File: src/rtl/clock_divider_multi_pkg.sv
// Shared helpers for the multi-channel clock divider.
// Latency: n/a (package only).
// Backpressure: n/a.
package clock_divider_multi_pkg;

    // Effective divisor: a programmed 0 behaves exactly like 1.
    // Operates on 32-bit values; divider widths up to 32 bits are supported.
    function automatic logic [31:0] eff_div(input logic [31:0] d);
        return (d == 32'd0) ? 32'd1 : d;
    endfunction

endpackage

File: src/rtl/clock_divider_channel.sv
// One divider channel: counter, active/pending divisor, 50% toggle clock and tick strobe.
// Latency: outputs registered; tick/clk_out update on the E-th enabled edge of each period.
// Backpressure: none; en freezes the phase, divisor changes wait for a period boundary.
//
// Ports: clk_in/rst_n clock and async active-low reset; en count enable;
//        div_load/div_i divisor capture; sync_clear phase restart;
//        clk_out divided clock; tick one-cycle boundary strobe.
module clock_divider_channel
    import clock_divider_multi_pkg::*;
#(
    parameter int WIDTH       = 16,
    parameter int DEFAULT_DIV = 1
) (
    input  logic             clk_in,
    input  logic             rst_n,
    input  logic             en,
    input  logic             div_load,
    input  logic [WIDTH-1:0] div_i,
    input  logic             sync_clear,
    output logic             clk_out,
    output logic             tick
);

    logic [WIDTH-1:0] r_cnt;
    logic [WIDTH-1:0] r_div;
    logic [WIDTH-1:0] r_pend;
    logic             r_pend_vld;
    logic             r_clk;
    logic             r_tick;

    logic [WIDTH-1:0] w_eff;
    logic [WIDTH-1:0] w_next_div;
    logic             w_last;

    always_comb begin
        w_eff      = WIDTH'(eff_div(32'(r_div)));
        // >= rather than == so a divisor shrunk while the channel is frozen
        // mid-period ends that period on the next enabled edge instead of wrapping.
        w_last     = (r_cnt >= (w_eff - WIDTH'(1)));
        // Divisor taken at a boundary: a load on that very edge beats the pending value.
        w_next_div = div_load ? div_i : (r_pend_vld ? r_pend : r_div);
    end

    always_ff @(posedge clk_in or negedge rst_n) begin
        if (!rst_n) begin
            r_cnt      <= '0;
            r_div      <= WIDTH'(DEFAULT_DIV);
            r_pend     <= '0;
            r_pend_vld <= 1'b0;
            r_clk      <= 1'b0;
            r_tick     <= 1'b0;
        end else if (sync_clear) begin
            r_cnt      <= '0;
            r_clk      <= 1'b0;
            r_tick     <= 1'b0;
            r_div      <= w_next_div;
            r_pend_vld <= 1'b0;
        end else if (!en) begin
            r_tick <= 1'b0;
            // Frozen channel: capture now, apply on the following edge.
            if (div_load) begin
                r_pend     <= div_i;
                r_pend_vld <= 1'b1;
            end else if (r_pend_vld) begin
                r_div      <= r_pend;
                r_pend_vld <= 1'b0;
            end
        end else if (w_last) begin
            r_cnt      <= '0;
            r_tick     <= 1'b1;
            r_clk      <= ~r_clk;
            r_div      <= w_next_div;
            r_pend_vld <= 1'b0;
        end else begin
            r_cnt  <= r_cnt + WIDTH'(1);
            r_tick <= 1'b0;
            if (div_load) begin
                r_pend     <= div_i;
                r_pend_vld <= 1'b1;
            end
        end
    end

    assign clk_out = r_clk;
    assign tick    = r_tick;

endmodule

File: src/rtl/clock_divider_multi.sv
// NUM_CH independent runtime-programmable clock dividers sharing one system clock.
// Latency: outputs registered, no input-to-output combinational path.
// Backpressure: none; per-channel en freezes phase, sync_clear restarts all channels together.
//
// Ports: clk_in, rst_n (async active-low); en/div_load per channel; div_i packed
//        divisors (channel c at [c*WIDTH +: WIDTH]); sync_clear; clk_out/tick per channel.
module clock_divider_multi
    import clock_divider_multi_pkg::*;
#(
    parameter int NUM_CH      = 4,
    parameter int WIDTH       = 16,
    parameter int DEFAULT_DIV = 1
) (
    input  logic                    clk_in,
    input  logic                    rst_n,
    input  logic [NUM_CH-1:0]       en,
    input  logic [NUM_CH*WIDTH-1:0] div_i,
    input  logic [NUM_CH-1:0]       div_load,
    input  logic                    sync_clear,
    output logic [NUM_CH-1:0]       clk_out,
    output logic [NUM_CH-1:0]       tick
);

    for (genvar c = 0; c < NUM_CH; c++) begin : g_ch
        clock_divider_channel #(
            .WIDTH       (WIDTH),
            .DEFAULT_DIV (DEFAULT_DIV)
        ) u_ch (
            .clk_in     (clk_in),
            .rst_n      (rst_n),
            .en         (en[c]),
            .div_load   (div_load[c]),
            .div_i      (div_i[c*WIDTH +: WIDTH]),
            .sync_clear (sync_clear),
            .clk_out    (clk_out[c]),
            .tick       (tick[c])
        );
    end

endmodule

File: config.mk
export PLATFORM = sky130hd
export DESIGN_NAME = clock_divider_multi
export DESIGN_NICKNAME = d
export VERILOG_FILES = /design/src/rtl/clock_divider_multi_pkg.sv /design/src/rtl/clock_divider_channel.sv /design/src/rtl/clock_divider_multi.sv
export SDC_FILE = /design/constraint.sdc
export NUM_CORES = 1
export LEC_CHECK = 0
export CAP_MARGIN = 20
export CORE_ASPECT_RATIO = 1.4
export CORE_MARGIN = 4
export CORE_UTILIZATION = 60
export CTS_BUF_LIST = sky130_fd_sc_hd__clkbuf_4 sky130_fd_sc_hd__clkbuf_8
export DETAILED_ROUTE_END_ITERATION = 12
export PLACE_DENSITY = 0.88
export SETUP_SLACK_MARGIN = 0.3
export SYNTH_ARGS = -nofsm -noshare
export SYNTH_HDL_FRONTEND = slang
export SYNTH_HIERARCHICAL = 1
export SYNTH_SLANG_ARGS = --single-unit
File: constraint.sdc
create_clock -name clk_in -period 6.5 [get_ports clk_in]
set_input_delay 1.3 -clock clk_in [delete_from_list [all_inputs] [get_ports clk_in]]
set_output_delay 1.3 -clock clk_in [all_outputs]
set_load 0.01 [all_outputs]
* After elaboration in Yosys (flattened, before gate mapping) *
Cells that the tools add are included.

storage, ports and cells
  logic and storage cells = 177
  output and inout bits = 8
  input port bits = 75
  bits in registers = 204

cells by class
  add/sub/neg operators = 8
  reductions and logical operators = 24
  equal/unequal tests = 16
  $lt $le $gt $ge = 4
  bitwise operators = 5
  multiplexer cells = 96

operators with widths
  cell                                                 count
  2-to-1 mux 16 bit                                    52
  adder 16 x 1 -> 16 bit (second input constant)       4
  >= comparator 16 bit                                 4
  logical NOT 16 bit                                   4
  subtractor 16 x 1 -> 16 bit (second input constant)  4
  2-to-1 mux 1 bit                                     44
  AND reduction 2 bit                                  12
  != test 4 x 1 -> 1 bit (second input constant)       4
  nonzero test 2 bit                                   8
  != test 3 x 1 -> 1 bit (second input constant)       4
  != test 3 x 2 -> 1 bit (second input constant)       4
  != test 2 bit (second input constant)                4
  inverter 1 bit                                       5

* Logic depth before layout (Yosys ltp) *
  word-level depth = 7
  mapped depth = 20
  gate-level depth less buffers = 18

* Modules after synthesis *
Netlist, hierarchy kept.

modules (own cells, without submodules)
  module                                     instances  seq. area each (sq um)  cells each  area each (sq um)
  clock_divider_channel at g_ch[1].u_ch ...  2          1277.5                  273         2981.6
  clock_divider_channel at g_ch[0].u_ch      1          1277.5                  289         3124.2
  clock_divider_channel at g_ch[3].u_ch      1          1277.5                  288         3095.5

* Least setup slack after synthesis *
Ideal clock, no wire load.

  path type = reg-to-reg
  start = register g_ch[3].u_ch.r_div[6]
  end = register g_ch[3].u_ch.r_pend[10]
  buffers on the path = 1
  path slack = 2202 ps
  required time = 6375 ps
  period minus slack after synthesis = 4298 ps
  library setup time = 125 ps
  arrival time = 4173 ps
  cell stages (with the launch flop) = 18
  path through = dfrtp_1 > or3_1 > or3_1 > nor4_2 > a21oi_1 > ha_1 > nor3b_1 > nor2b_1 > nor2b_1 > xnor2_1 > ha_1 > and4_4 > nand4_4 > a311oi_2 > nor3_2 > o211ai_4 > buf_12 > mux2_4

on the way
  word-level cells in the longest chain between the ends = 6

RTL lines
  item                             RTL line                      RTL
  from (decl)                      clock_divider_channel.sv:25   logic [WIDTH-1:0] r_div;
  from (signal assigned)           clock_divider_channel.sv:47   r_div <= WIDTH'(DEFAULT_DIV);
  from (signal assigned)           clock_divider_channel.sv:56   r_div <= w_next_div;
  from (signal assigned)           clock_divider_channel.sv:65   r_div <= r_pend;
  logical NOT 16 bit               clock_divider_multi_pkg.sv:9  return (d == 32'd0) ? 32'd1 : d;
  2-to-1 mux 16 bit *              clock_divider_multi_pkg.sv:9
  subtractor 16 x 1 -> 16 bit *    clock_divider_channel.sv:39   w_last = (r_cnt >= (w_eff - WIDTH'(1)));
  >= comparator 16 bit *           clock_divider_channel.sv:39
  != test 2 bit (no line) *        -
  AND reduction 2 bit (no line) *  -
  to (signal assigned)             clock_divider_channel.sv:62   r_pend <= div_i;
  to (signal assigned)             clock_divider_channel.sv:78   r_pend <= div_i;
  to (decl)                        clock_divider_channel.sv:26   logic [WIDTH-1:0] r_pend;

Mark *: on every way between the ends. The rest lies on a longest branch, timed or not.
A chain may end at the register's enable or synchronous reset.

* Worst setup path after layout *
  start = register g_ch[3].u_ch.r_div[6]
  end = register g_ch[3].u_ch.r_div[8]

on the way
  word-level cells in the longest chain between the ends = 6

RTL lines
  item                                RTL line
  logical NOT 16 bit                  clock_divider_multi_pkg.sv:9
  2-to-1 mux 16 bit *                 clock_divider_multi_pkg.sv:9
  subtractor 16 x 1 -> 16 bit *       clock_divider_channel.sv:39
  >= comparator 16 bit *              clock_divider_channel.sv:39
  != test 3 x 1 -> 1 bit (no line) *  -
  AND reduction 2 bit (no line) *     -

Marks and branches as above.

==> impl_metrics.ini <==
[critical_path]
rr_worst_depth = 16
cp.required_ps = 6970
endpoint_kind = flop
worst_path_largest_cell_delay_ps = 740
path_class = reg -> reg
reg2reg_slack_ps = 1460
slowest_stage = o31a_1
path_max_fanout = 17
rr_startpoint = g_ch[3].u_ch/r_div[6]
cp-startpoint = g_ch[3].u_ch/r_div[6]
r2r-end = g_ch[3].u_ch/r_div[8]
cp_cell_sequence = or3_1 > or3_1 > nor4_2 > a21oi_1 > ha_1 > nor3b_1 > nor2b_1 > nor2b_1 > xnor2_1 > ha_1 > and4_4 > nand4_4 > a311oi_2 > o31a_1 > o21a_4 > a2bb2oi_1
arrival_ps = 5520
cp-start-kind = flop

[synthesis]
seq_area_frac_synth_pct = 41.94
synth_seq_cells = 204
synth_cell_type_count = 78
synth_nets = 1270
yosysTopAreaCellShare_pct = 41.08
ys.flop_type = dfrtp_1
synth_cells = 1123
synth_area_um2 = 12180
synth_top_cell_by_area = dfrtp_1
synth_edf_count = 0
ys_top_cells_by_area = dfrtp_1 41%, ha_1 7.4%, mux2_4 4.9%
async_flop_share_pct = 100.0
yosys_warnings = 6
syn_area_per_cell_um2 = 10.85

[clock_network]
clock_sinks = 204
clk_path_buf_depth = 3
root_buffer = clkbuf_8
clk_latency_ps = 560
htree_levels = 1
cts_hold_buf = 0
clkTransAtPathRegs_ps = 70
cts_resized = 0
cts-buffers-inserted = 31
cts_setup_buffers = 0
tritoncts = built

[routing]
wirelength_um = 25990
drt_iter0_markers = 480
drc = 0
vias = 8929
viasPerCell = 6.037
drtPass1Iterations = 7
drtAntennaViolNets = 0
wl_per_cell_um = 17.58

[pwr]
leakagePower_nw = 5.844
total_power_mw = 3.484
vdd_drop_max_mv = 0.2799
pwr_density_cell_nw_per_um2 = 250.8

[worst_hold_path]
min-delay-start = g_ch[0].u_ch/r_pend[3]
whs_endpoint = g_ch[0].u_ch/r_pend[3]
whs_path_depth = 1
hold_path.class = reg -> reg

[layout]
diodes = 0
drive_above_1_share_pct = 16.14
final_common_cell = dfrtp_1
finalNetCount = 1350
stdcell_count = 1479
area_growth_pct = 14.02
mostFrequentLayoutCells = 200 x dfrtp_1, 113 x nor2_1, 81 x clkdlybuf4s50_1, 72 x ha_1, 67 x xnor2_1
nFillCells = 1441

[timing]
clock.fmax_ghz = 0.1983
layout_min_cycle_time_ps = 5043
grt_setup_unrepaired = no
period_share_pct = 77.59
slew-limit-headroom_pct = 31.74
clock_skew_ps = 19.19
tightest_slew_ps = 1017
fin_tns_setup_ps = 0
setup-violations-final = 0
maxSlewViolCount = 0
hold_viol = 0
worst_hold_slack_ps = 499.8

[flow_run]
maxCapViolations = 0

[global_route]
grt_pass1_wl_um = 43440
grt.total_usage_pct = 22.84
grt_pass1_vias = 9403
grt_overflow = 0
antenna_found_initial = 0
grt_start_max_net_pins = 73

[run_status]
outcome = completed

[floorplan]
initial_utilization_pct = 61.16
die_w_um = 128.4
die_h_um = 176.6
ioPinCount = 83
num_rows = 61
die-area_um2 = 22680
coreArea_um2 = 19920

[placement]
dp.cells = 1419
portBuffers = 82
dpl.hpwl_um = 18420
gp_congestion = 0.8705
## registers in the layout, indices dropped and copies added, names as in the netlist
register,flops
g_ch.u_ch/r_cnt,64
g_ch.u_ch/r_div,64
g_ch.u_ch/r_pend,64
g_ch.u_ch/clk_out,4
g_ch.u_ch/r_pend_vld,4
g_ch.u_ch/tick,4
## cell usage after synthesis (all sizes together) (11+ instances only)
cell     count
a21oi       31
a2bb2oi     62
and3        13
buf         26
clkbuf      19
dfrtp      200
ha          72
inv         34
mux2        64
nand2       47
nand3       26
nand3b      34
nand4       16
nor2       113
nor2b       11
nor3        33
nor4        15
o21ai       47
o22ai       32
or3         12
xnor2       67
xor2        35
## critical path, delay by kind of cell (launching register included)
family | cells | cell delay [ps]
AOI/OAI and AO/OA | 5 | 1860
xor gates and xnor gates | 1 | 140
adders and majority gates | 2 | 550
DFF | 1 | 420
and+or+nand+nor | 8 | 1990
## area by class of cell
class / count / area (um2) / area share [%]
inverter: 35 / 131.4 / 0.9458
timing repair buffer: 93 / 907.1 / 6.530
clock buffer: 48 / 616.8 / 4.441
sequential: 204 / 5110 / 36.79
multi-input combinational: 838 / 6636 / 47.78
clock inverter: 9 / 173.9 / 1.252
tap: 252 / 315.3 / 2.270
## cells by family after synthesis
kind of cell | count (synthesis) | synth area share [%]
multiplexers | 64 | 7.148
AO/OA/AOI/OAI | 244 | 16.90
buffers and inverters | 81 | 3.584
AND/OR/NAND/NOR | 356 | 15.69
XOR/XNOR | 102 | 7.333
flip-flops | 204 | 41.94
adder cells (fa/ha/maj) | 72 | 7.394
## layer usage
| layer | vias to the layer above | global-route usage (%) | routed length [um] |
|---|---|---|---|
| met5 | - | 0 | 0 |
| li1 | 4276 | - | - |
| met3 | 71 | 2.906 | 928 |
| met2 | 193 | 42.35 | 13780 |
| met4 | 0 | 8.496 | 839 |
| met1 | 4389 | 26.54 | 10450 |
## metrics by stage
stage	worst slack, ps	area (um2)	utilization, %
after floorplan	2202	12180	-
after global placement	1723	13080	65.65
after detailed placement	1525	13080	65.65
after CTS	1468	13870	69.62
after global routing	1189	13890	69.73
final	1457	13890	69.73
## how the worst max path moves through the flow
stage          slack (ps)  depth (start not counted)                       to
2_1_floorplan        2200                         17  g_ch[3].u_ch/r_pend[10]
3_3_place_gp         1720                         16    g_ch[3].u_ch/r_div[0]
3_5_place_dp         1530                         16    g_ch[3].u_ch/r_div[9]
4_1_cts              1470                         16    g_ch[3].u_ch/r_div[8]
5_1_grt              1190                         16   g_ch[3].u_ch/r_div[13]
6_report             1460                         16    g_ch[3].u_ch/r_div[8]
## power breakdown
| part | internal (mW) | total [mW] | switching, mW |
|---|---|---|---|
| Sequential | 1.41 | 1.56 | 0.149 |
| Clock | 0.803 | 1.31 | 0.506 |
| Combinational | 0.341 | 0.616 | 0.274 |
| Total | 2.55 | 3.48 | 0.929 |
Note: power is estimated with default switching activity, not from simulation.
